<file path="config.mk">
export PLATFORM = sky130hd
export DESIGN_NAME = interrupt_sequencer
export DESIGN_NICKNAME = d
export VERILOG_FILES = /design/src/rtl/interrupt_sequencer.sv
export SDC_FILE = /design/constraint.sdc
export NUM_CORES = 1
export LEC_CHECK = 0
export ABC_AREA = 1
export CAP_MARGIN = 10
export CORE_MARGIN = 2
export CORE_UTILIZATION = 29
export CTS_BUF_LIST = sky130_fd_sc_hd__clkbuf_4 sky130_fd_sc_hd__clkbuf_8 sky130_fd_sc_hd__clkbuf_16
export DETAILED_ROUTE_END_ITERATION = 16
export HOLD_SLACK_MARGIN = 0.02
export PLACE_DENSITY_LB_ADDON = 0.12
export SLEW_MARGIN = 20
export SYNTH_ARGS = -nofsm -noshare
export SYNTH_HDL_FRONTEND = slang
export SYNTH_SLANG_ARGS = --single-unit
</file>
<file path="constraint.sdc">
create_clock -name clk -period 1.32 [get_ports clk]
set_input_delay 0.264 -clock clk [delete_from_list [all_inputs] [get_ports clk]]
set_output_delay 0.264 -clock clk [all_outputs]
set_load 0.03 [all_outputs]
</file>
<file path="src/rtl/interrupt_sequencer.sv">
// interrupt_sequencer: runs the 6502 interrupt entry sequence for NMI, BRK and IRQ.
// Pushes PCH, PCL and PS onto the stack page, sets the I flag, reads the
// two-byte vector and loads it into PC. While busy it owns the register-file
// write enables and the memory port.
module interrupt_sequencer #(
  parameter logic [7:0]  STACK_PAGE = 8'h01,
  parameter logic [15:0] NMI_VEC    = 16'hFFFA,
  parameter logic [15:0] IRQ_VEC    = 16'hFFFE
) (
  input  logic        clk,
  input  logic        reset,
  input  logic        boundary,
  input  logic        nmi,
  input  logic        irq,
  input  logic        brk_req,
  input  logic [15:0] pc,
  input  logic [7:0]  sp,
  input  logic [7:0]  ps,
  input  logic [7:0]  mem_rdata,
  output logic        busy,
  output logic [15:0] mem_addr,
  output logic [7:0]  mem_wdata,
  output logic        mem_we,
  output logic        we_sp,
  output logic [7:0]  sp_out,
  output logic        we_pc,
  output logic [15:0] pc_out,
  output logic        we_ps,
  output logic [7:0]  ps_out,
  output logic        done,
  output logic [1:0]  kind
);

  typedef enum logic [2:0] {
    ST_IDLE,
    ST_PUSH_PCH,
    ST_PUSH_PCL,
    ST_PUSH_PS,
    ST_VEC_LO,
    ST_VEC_HI,
    ST_LOAD_PC
  } state_t;

  localparam logic [1:0] KIND_NONE = 2'b00;
  localparam logic [1:0] KIND_IRQ  = 2'b01;
  localparam logic [1:0] KIND_BRK  = 2'b10;
  localparam logic [1:0] KIND_NMI  = 2'b11;

  state_t      state_q, state_d;
  logic        nmi_d_q, nmi_d_d;
  logic        nmi_pending_q, nmi_pending_d;
  logic [1:0]  kind_q, kind_d;
  logic [7:0]  vec_lo_q, vec_lo_d;

  logic        nmi_edge;
  logic [15:0] stack_addr;
  logic [15:0] vec_addr;
  logic [7:0]  pushed_ps;

  assign nmi_edge   = nmi & ~nmi_d_q;
  assign stack_addr = {STACK_PAGE, sp};
  assign vec_addr   = (kind_q == KIND_NMI) ? NMI_VEC : IRQ_VEC;
  assign kind       = kind_q;

  // State, NMI edge history, pending flag, latched source and vector low byte
  always_ff @(posedge clk or posedge reset) begin
    if (reset) begin
      state_q       <= ST_IDLE;
      nmi_d_q       <= 1'b0;
      nmi_pending_q <= 1'b0;
      kind_q        <= KIND_NONE;
      vec_lo_q      <= 8'h00;
    end else begin
      state_q       <= state_d;
      nmi_d_q       <= nmi_d_d;
      nmi_pending_q <= nmi_pending_d;
      kind_q        <= kind_d;
      vec_lo_q      <= vec_lo_d;
    end
  end

  // Next state: accept by priority at a boundary, then walk the fixed sequence
  always_comb begin
    state_d       = state_q;
    nmi_d_d       = nmi;
    nmi_pending_d = nmi_pending_q | nmi_edge;
    kind_d        = kind_q;
    vec_lo_d      = vec_lo_q;
    unique case (state_q)
      ST_IDLE: begin
        if (boundary) begin
          if (nmi_pending_q) begin
            kind_d        = KIND_NMI;
            nmi_pending_d = nmi_edge;
            state_d       = ST_PUSH_PCH;
          end else if (brk_req) begin
            kind_d  = KIND_BRK;
            state_d = ST_PUSH_PCH;
          end else if (irq && !ps[2]) begin
            kind_d  = KIND_IRQ;
            state_d = ST_PUSH_PCH;
          end
        end
      end
      ST_PUSH_PCH: state_d = ST_PUSH_PCL;
      ST_PUSH_PCL: state_d = ST_PUSH_PS;
      ST_PUSH_PS:  state_d = ST_VEC_LO;
      ST_VEC_LO:   state_d = ST_VEC_HI;
      ST_VEC_HI: begin
        vec_lo_d = mem_rdata;
        state_d  = ST_LOAD_PC;
      end
      ST_LOAD_PC:  state_d = ST_IDLE;
      default:     state_d = ST_IDLE;
    endcase
  end

  // Output decode from the current state and the live register-file inputs
  always_comb begin
    busy      = (state_q != ST_IDLE);
    mem_addr  = 16'h0000;
    mem_wdata = 8'h00;
    mem_we    = 1'b0;
    we_sp     = 1'b0;
    sp_out    = 8'h00;
    we_pc     = 1'b0;
    pc_out    = 16'h0000;
    we_ps     = 1'b0;
    ps_out    = 8'h00;
    done      = 1'b0;
    pushed_ps    = ps | 8'h20;
    pushed_ps[4] = (kind_q == KIND_BRK);
    unique case (state_q)
      ST_PUSH_PCH: begin
        mem_addr  = stack_addr;
        mem_wdata = pc[15:8];
        mem_we    = 1'b1;
        we_sp     = 1'b1;
        sp_out    = sp - 8'd1;
      end
      ST_PUSH_PCL: begin
        mem_addr  = stack_addr;
        mem_wdata = pc[7:0];
        mem_we    = 1'b1;
        we_sp     = 1'b1;
        sp_out    = sp - 8'd1;
      end
      ST_PUSH_PS: begin
        mem_addr  = stack_addr;
        mem_wdata = pushed_ps;
        mem_we    = 1'b1;
        we_sp     = 1'b1;
        sp_out    = sp - 8'd1;
        we_ps     = 1'b1;
        ps_out    = ps | 8'h04;
      end
      ST_VEC_LO: begin
        mem_addr = vec_addr;
      end
      ST_VEC_HI: begin
        mem_addr = vec_addr + 16'd1;
      end
      ST_LOAD_PC: begin
        we_pc  = 1'b1;
        pc_out = {mem_rdata, vec_lo_q};
        done   = 1'b1;
      end
      default: begin
      end
    endcase
  end

endmodule

</file>
After elaboration in Yosys (flattened, before gate mapping) --
Cells that the tools add are included.
Storage, ports and cells: register bits 15, bits in latches 0, memory bits (writable) 0, memory bits (read-only) 0, output and inout port bits 64, logic and storage cells 48, memories kept 0
Operators by class: $add $sub $neg 2, multipliers 0, divide/modulo/power cells 0, $lt $le $gt $ge 0, equal/unequal tests 10, shifts and indexed selects 0, mux-type cells 20, bitwise gates (word level) 3, reductions and logical operators 8
Operators by type and width (number):
- $pmux 16 s3 | 1
- $pmux 8 s3 | 1
- $pmux 3 s6 | 1
- $mux 16 | 1
- $mux 8 | 2
- $mux 3 | 5
- $eq 3x3->1 const B | 3
- $sub 8x1->8 const B | 1
- $eq 3x2->1 const B | 2
- $mux 1 | 6
- $mux 2 | 3
- $reduce_bool 3->1 | 2
- $add 4x2->5 const B | 1
- $eq 2x2->1 const B | 2
- $ne 4x4->1 const B | 1
- $eq 3x1->1 const B | 1
- $logic_not 3->1 | 1
- $reduce_and 3->1 | 1
- $reduce_or 3->1 | 1
- $ne 2x2->1 const B | 1
- $reduce_and 2->1 | 1
- $and 1x1->1 | 1
- $logic_and 1x1->1 | 1
- $logic_not 1->1 | 1
- 2 further kinds | 2

Logic depth before layout (Yosys ltp) --
Gate-level depths: netlist (run 1).
depth in word-level cells 7, depth in mapped cells 7, depth with buffers taken out 6

Worst setup path after synthesis (run 1) --
Ideal clock, no wire load.
path type register to output, from reg state_q[2], to out sp_out[4], arrival time 1.589 ns, data required time 1.056 ns, slack -0.533 ns, cell stages (with the launch flop) 5, path buffers 1, cell sequence dfrtp_1 -> buf_4 -> nor2_4 -> inv_2 -> nor3_1
On the way: word-level cells in the longest chain between the ends 3, elaborated cells between the ends (all ways) 5, those cells by class eq/ne (3); mux (1); reduce/logical (1)
RTL lines:
- start: declaration | RTL line 49 | state_t state_q, state_d;
- start signal: assignment | RTL line 74 | state_q <= state_d;
- $eq 3x2->1 or $eq 3x1->1 (tied branches) | RTL line 133 | unique case (state_q)
- $reduce_or 3->1 (no line) *
- $mux 8 *
- end: declaration | RTL line 25 | output logic [7:0] sp_out,
Every way passes the cells marked *; elsewhere a longest branch is shown, timed or not.

Worst setup path after layout (run 1) --
from reg state_q[0], to out mem_addr[3]
On the way: word-level cells in the longest chain between the ends 3, elaborated cells between the ends (all ways) 7, those cells by class eq/ne (5); mux (1); reduce/logical (1)
RTL lines:
- $eq 3x2->1 or $eq 3x1->1 (tied branches) | RTL line 133
- $reduce_or 3->1 (no line)
- $pmux 16 s3 * | RTL line 133
- end: declaration | RTL line 21 | output logic [15:0] mem_addr,
Marked as above.

==> results by group, run 1 <==
Status
  – Outcome: complete, but fails checks
  – Failing checks: negative setup slack

Clock tree
  – Total CTS buffers: 3
  – Worst-Skew Late Latency: 0.25 ns
  – Root Driver: clkbuf_8
  – H-tree depth: 1
  – Clock Sink Count: 15
  – Clock transition at path regs: 0.06 ns
  – CTS max path bufs: 2
  – # hold bufs at CTS: 0
  – CTS tree: done

Setup path
  – Arr. time, crit path: 1.49 ns
  – Reg2reg setup slack: -0.08 ns
  – Crit-path max cell delay: 0.49 ns
  – Critical Path Sink: mem_addr[3]
  – Worst Path Required: 1.06 ns
  – Critical path class: flip-flop to output pin
  – Critical Path Slowest Stage Cell: dfrtp_2
  – Startpoint Class: flip-flop
  – Stages on worst setup path: 6
  – Worst reg2reg path depth: 8
  – WP buf/inv: 2
  – Worst R2R End: kind[1]
  – Reg-to-Reg Start: state_q[0]
  – CP Max Fanout: 8
  – Crit path capture type: output pin
  – Crit path max-delay family: flip-flops
  – Critical path origin: state_q[0]
  – Critical-path cell list: nor2_4 > nand2_2 > nand2_8 > clkinv_8 > o21ai_4 > buf_6

Timing
  – Clock Skews: 0.00912 ns
  – Period utilization: 1.33
  – Slew margin rel.: 0.819
  – Hold Violations, Final: 0
  – Final worst path period need: 1.76 ns
  – Worst-margin pin slew: 0.269 ns
  – Post-route setup slack: -0.439 ns
  – RSZ-0062 raised after global routing: yes
  – Final Max Slew Viols: 0
  – Highest clock rate: 569 MHz
  – Setup violations, final: 64
  – Fin Setup TNS: -22.02 ns

Synth
  – Largest family of logic cells by synthesized area: simple AND/OR/NAND/NOR gates
  – Largest area contributor in the netlist: dfrtp_1
  – Synth Area in Compound Gates: 0.126
  – Xor and xnor fraction of the mapped netlist area: 0
  – Async SR Flop Fraction: 1.00
  – Simple-Gate Fraction of Synth Area: 0.370
  – Most common cell in the netlist: nand2_1
  – Post-Syn Area: 0.00133 mm2
  – Syn nets: 258
  – Mapped Cells: 211
  – Ys Warns: 0
  – Synth Area in Adders: 0.00943
  – Post-synthesis sequential area ratio: 0.283
  – Syn_area_per_cell: 6.29 um2
  – Dominant synthesized flop cell: dfrtp_1
  – Top cells by area, synth: dfrtp_1 (28%), nand2_1 (15%), inv_1 (11%)
  – Seq cells post-synth: 15
  – Commonest cells in the netlist: nand2_1 (52), inv_1 (40), nor2_1 (31), dfrtp_1 (15), o21ai_0 (15)
  – Synth top area share: 0.283
  – Number of synthesized flops with an enable pin: 0
  – Synth unique cells: 25
  – Proportion of synthesized area in mux cells: 0

Floorplanning
  – Core box area: 0.00438 mm2
  – Num rows: 24
  – Die W: 71.7 um
  – Full die area: 0.00514 mm2
  – Starting density of the core: 0.303
  – IO Count: 110
  – Die height: 71.7 um

GRT
  – First-pass GRT wire length: 8.20 mm
  – Global route total overflow: 0
  – Met3 Usage GRT: 0.0549
  – Vias in the first global route: 1803
  – Grt met2 use: 0.388
  – M1 GR Usage: 0.209
  – Pin count of the biggest net entering global routing: 18
  – Total GRT Usage: 0.198
  – Grt peak-use layer: met2
  – Initial antenna violation count: 0

Finish
  – Area Growth Syn to Fin: 171%
  – Fin util: 0.819
  – Final cell count without fillers: 408
  – Layout filler cell count: 267
  – Layout cell share with drive strength beyond 1: 0.618
  – # nets final: 404
  – # diodes: 0

Place
  – Worst slack, placed: -0.588 ns
  – I/O Buffers: 109
  – Placed cells: 387
  – Global placer's final weighted congestion: 0.780
  – Hpwl dp: 3.46 mm

Route
  – Via Count: 1854
  – DRC viols: 0
  – Post-Route WL: 5.49 mm
  – Post-DRT Antenna Nets: 0
  – DRT Pass-1 Iters: 4
  – Drt initial violations: 76
  – WL/cell: 13.5 um
  – Mean number of vias per cell: 4.54

Hold path
  – Hold Path Class: primary input to async pin

Power
  – Leak Pwr: 1.72 nW
  – VDD IR max: 0.00179 V
  – Power per cell area: 2400 mW/mm2

Job
  – Max Cap Viol: 0
-- worst min-delay path by stage --
stage / cells past startpoint / startpoint / end / slack (ns)
6_report: 3 / reset / vec_lo_q[4] / 0.32
5_1_grt: 3 / reset / vec_lo_q[1] / 0.36
4_1_cts: 3 / reset / vec_lo_q[1] / 0.33
3_5_place_dp: 1 / nmi_d_q / nmi_pending_q / 0.44
3_3_place_gp: 1 / nmi_d_q / nmi_pending_q / 0.42
2_1_floorplan: 1 / reset / kind[0] / 0.17
-- power by group --
part           internal [mW]  leakage, nW  switching, mW  total, mW
Sequential             0.687        0.177          0.224      0.911
Clock                  0.234       0.0262          0.155      0.389
Combinational           3.25         1.52           4.08       7.33
Total                   4.17         1.72           4.46       8.63
-- per-stage QoR --
| step | hold WS, ns | area (um2) | power [mW] |
|---|---|---|---|
| 6_report | 0.315 | 3590 | 8.63 |
| 2_1_floorplan | 0.165 | 1720 | 4.85 |
| 3_5_place_dp | 0.444 | 2800 | 6.44 |
| 5_1_grt | 0.364 | 3590 | 9.03 |
| 4_1_cts | 0.330 | 3370 | 8.18 |
| 3_3_place_gp | 0.424 | 2800 | 6.38 |
-- worst reg2reg max path, delay by kind of cell (launching register included) --
kind | cells | cell delay, ns
buffers and inverters | 2 | 0.26
flip-flops | 1 | 0.49
AND/OR/NAND/NOR | 6 | 0.55
-- repair_timing --
action,4_1_cts,5_1_grt
setup buffers,12,4
setup endpoints to repair,64,67
gates cloned,2,2
gates resized for setup,128,42
pin swaps,15,6
-- sequential cells by signal, indices dropped and copies added (netlist names) --
| register | count |
|---|---|
| kind | 2 |
| nmi_pending_q | 1 |
| state_q | 3 |
| nmi_d_q | 1 |
| vec_lo_q | 8 |
-- placed cells by master (no fill, tap or decap), drive strengths merged --
master	netlist	routed
buf	14	107
or2	1	1
a21oi	6	6
clkdlybuf4s50	0	40
inv	44	44
clkinvlp	0	1
dlygate4sd2	0	5
nand2	54	54
nand3	14	14
clkbuf	0	6
clkinv	1	1
o22ai	1	1
nand3b	1	1
ha	1	1
nor3	3	3
dfrtp	15	15
o21ai	21	21
nor2	35	35
-- kinds of logic after synthesis --
group,Yosys count
buf+inv,59
fa+ha+maj,1
flops,15
simple gates,108
compound gates,28
-- final cells by class --
| type | count | area, um2 | area share |
|---|---|---|---|
| Inverter | 45 | 205 | 0.0571 |
| Clock buffer | 4 | 48.8 | 0.0136 |
| Timing Repair Buffer | 154 | 1640 | 0.455 |
| Timing Repair inverter | 1 | 20.0 | 0.00557 |
| Sequential cell | 15 | 379 | 0.106 |
| Tap cell | 52 | 65.1 | 0.0181 |
| Multi-Input combinational cell | 137 | 1240 | 0.345 |
-- layer usage --
| metal | part of all wire | vias up |
|---|---|---|
| li1 | - | 922 |
| met1 | 0.35 | 853 |
| met2 | 0.56 | 75 |
| met3 | 0.075 | 4 |
| met4 | 0.0089 | 0 |
| met5 | 0 | - |
No activity file was read; power rests on OpenSTA's default activity.
==> inputs of run 2 (changes only) <==
--- a/config.mk
+++ b/config.mk
@@ -6,7 +6,7 @@
 export NUM_CORES = 1
 export LEC_CHECK = 0
 export ABC_AREA = 1
-export CAP_MARGIN = 10
+export CAP_MARGIN = 15
 export CORE_MARGIN = 2
 export CORE_UTILIZATION = 29
 export CTS_BUF_LIST = sky130_fd_sc_hd__clkbuf_4 sky130_fd_sc_hd__clkbuf_8 sky130_fd_sc_hd__clkbuf_16
==> results of run 2 <==
No change in the layout: final DEF, timing and power equal those of run 1.
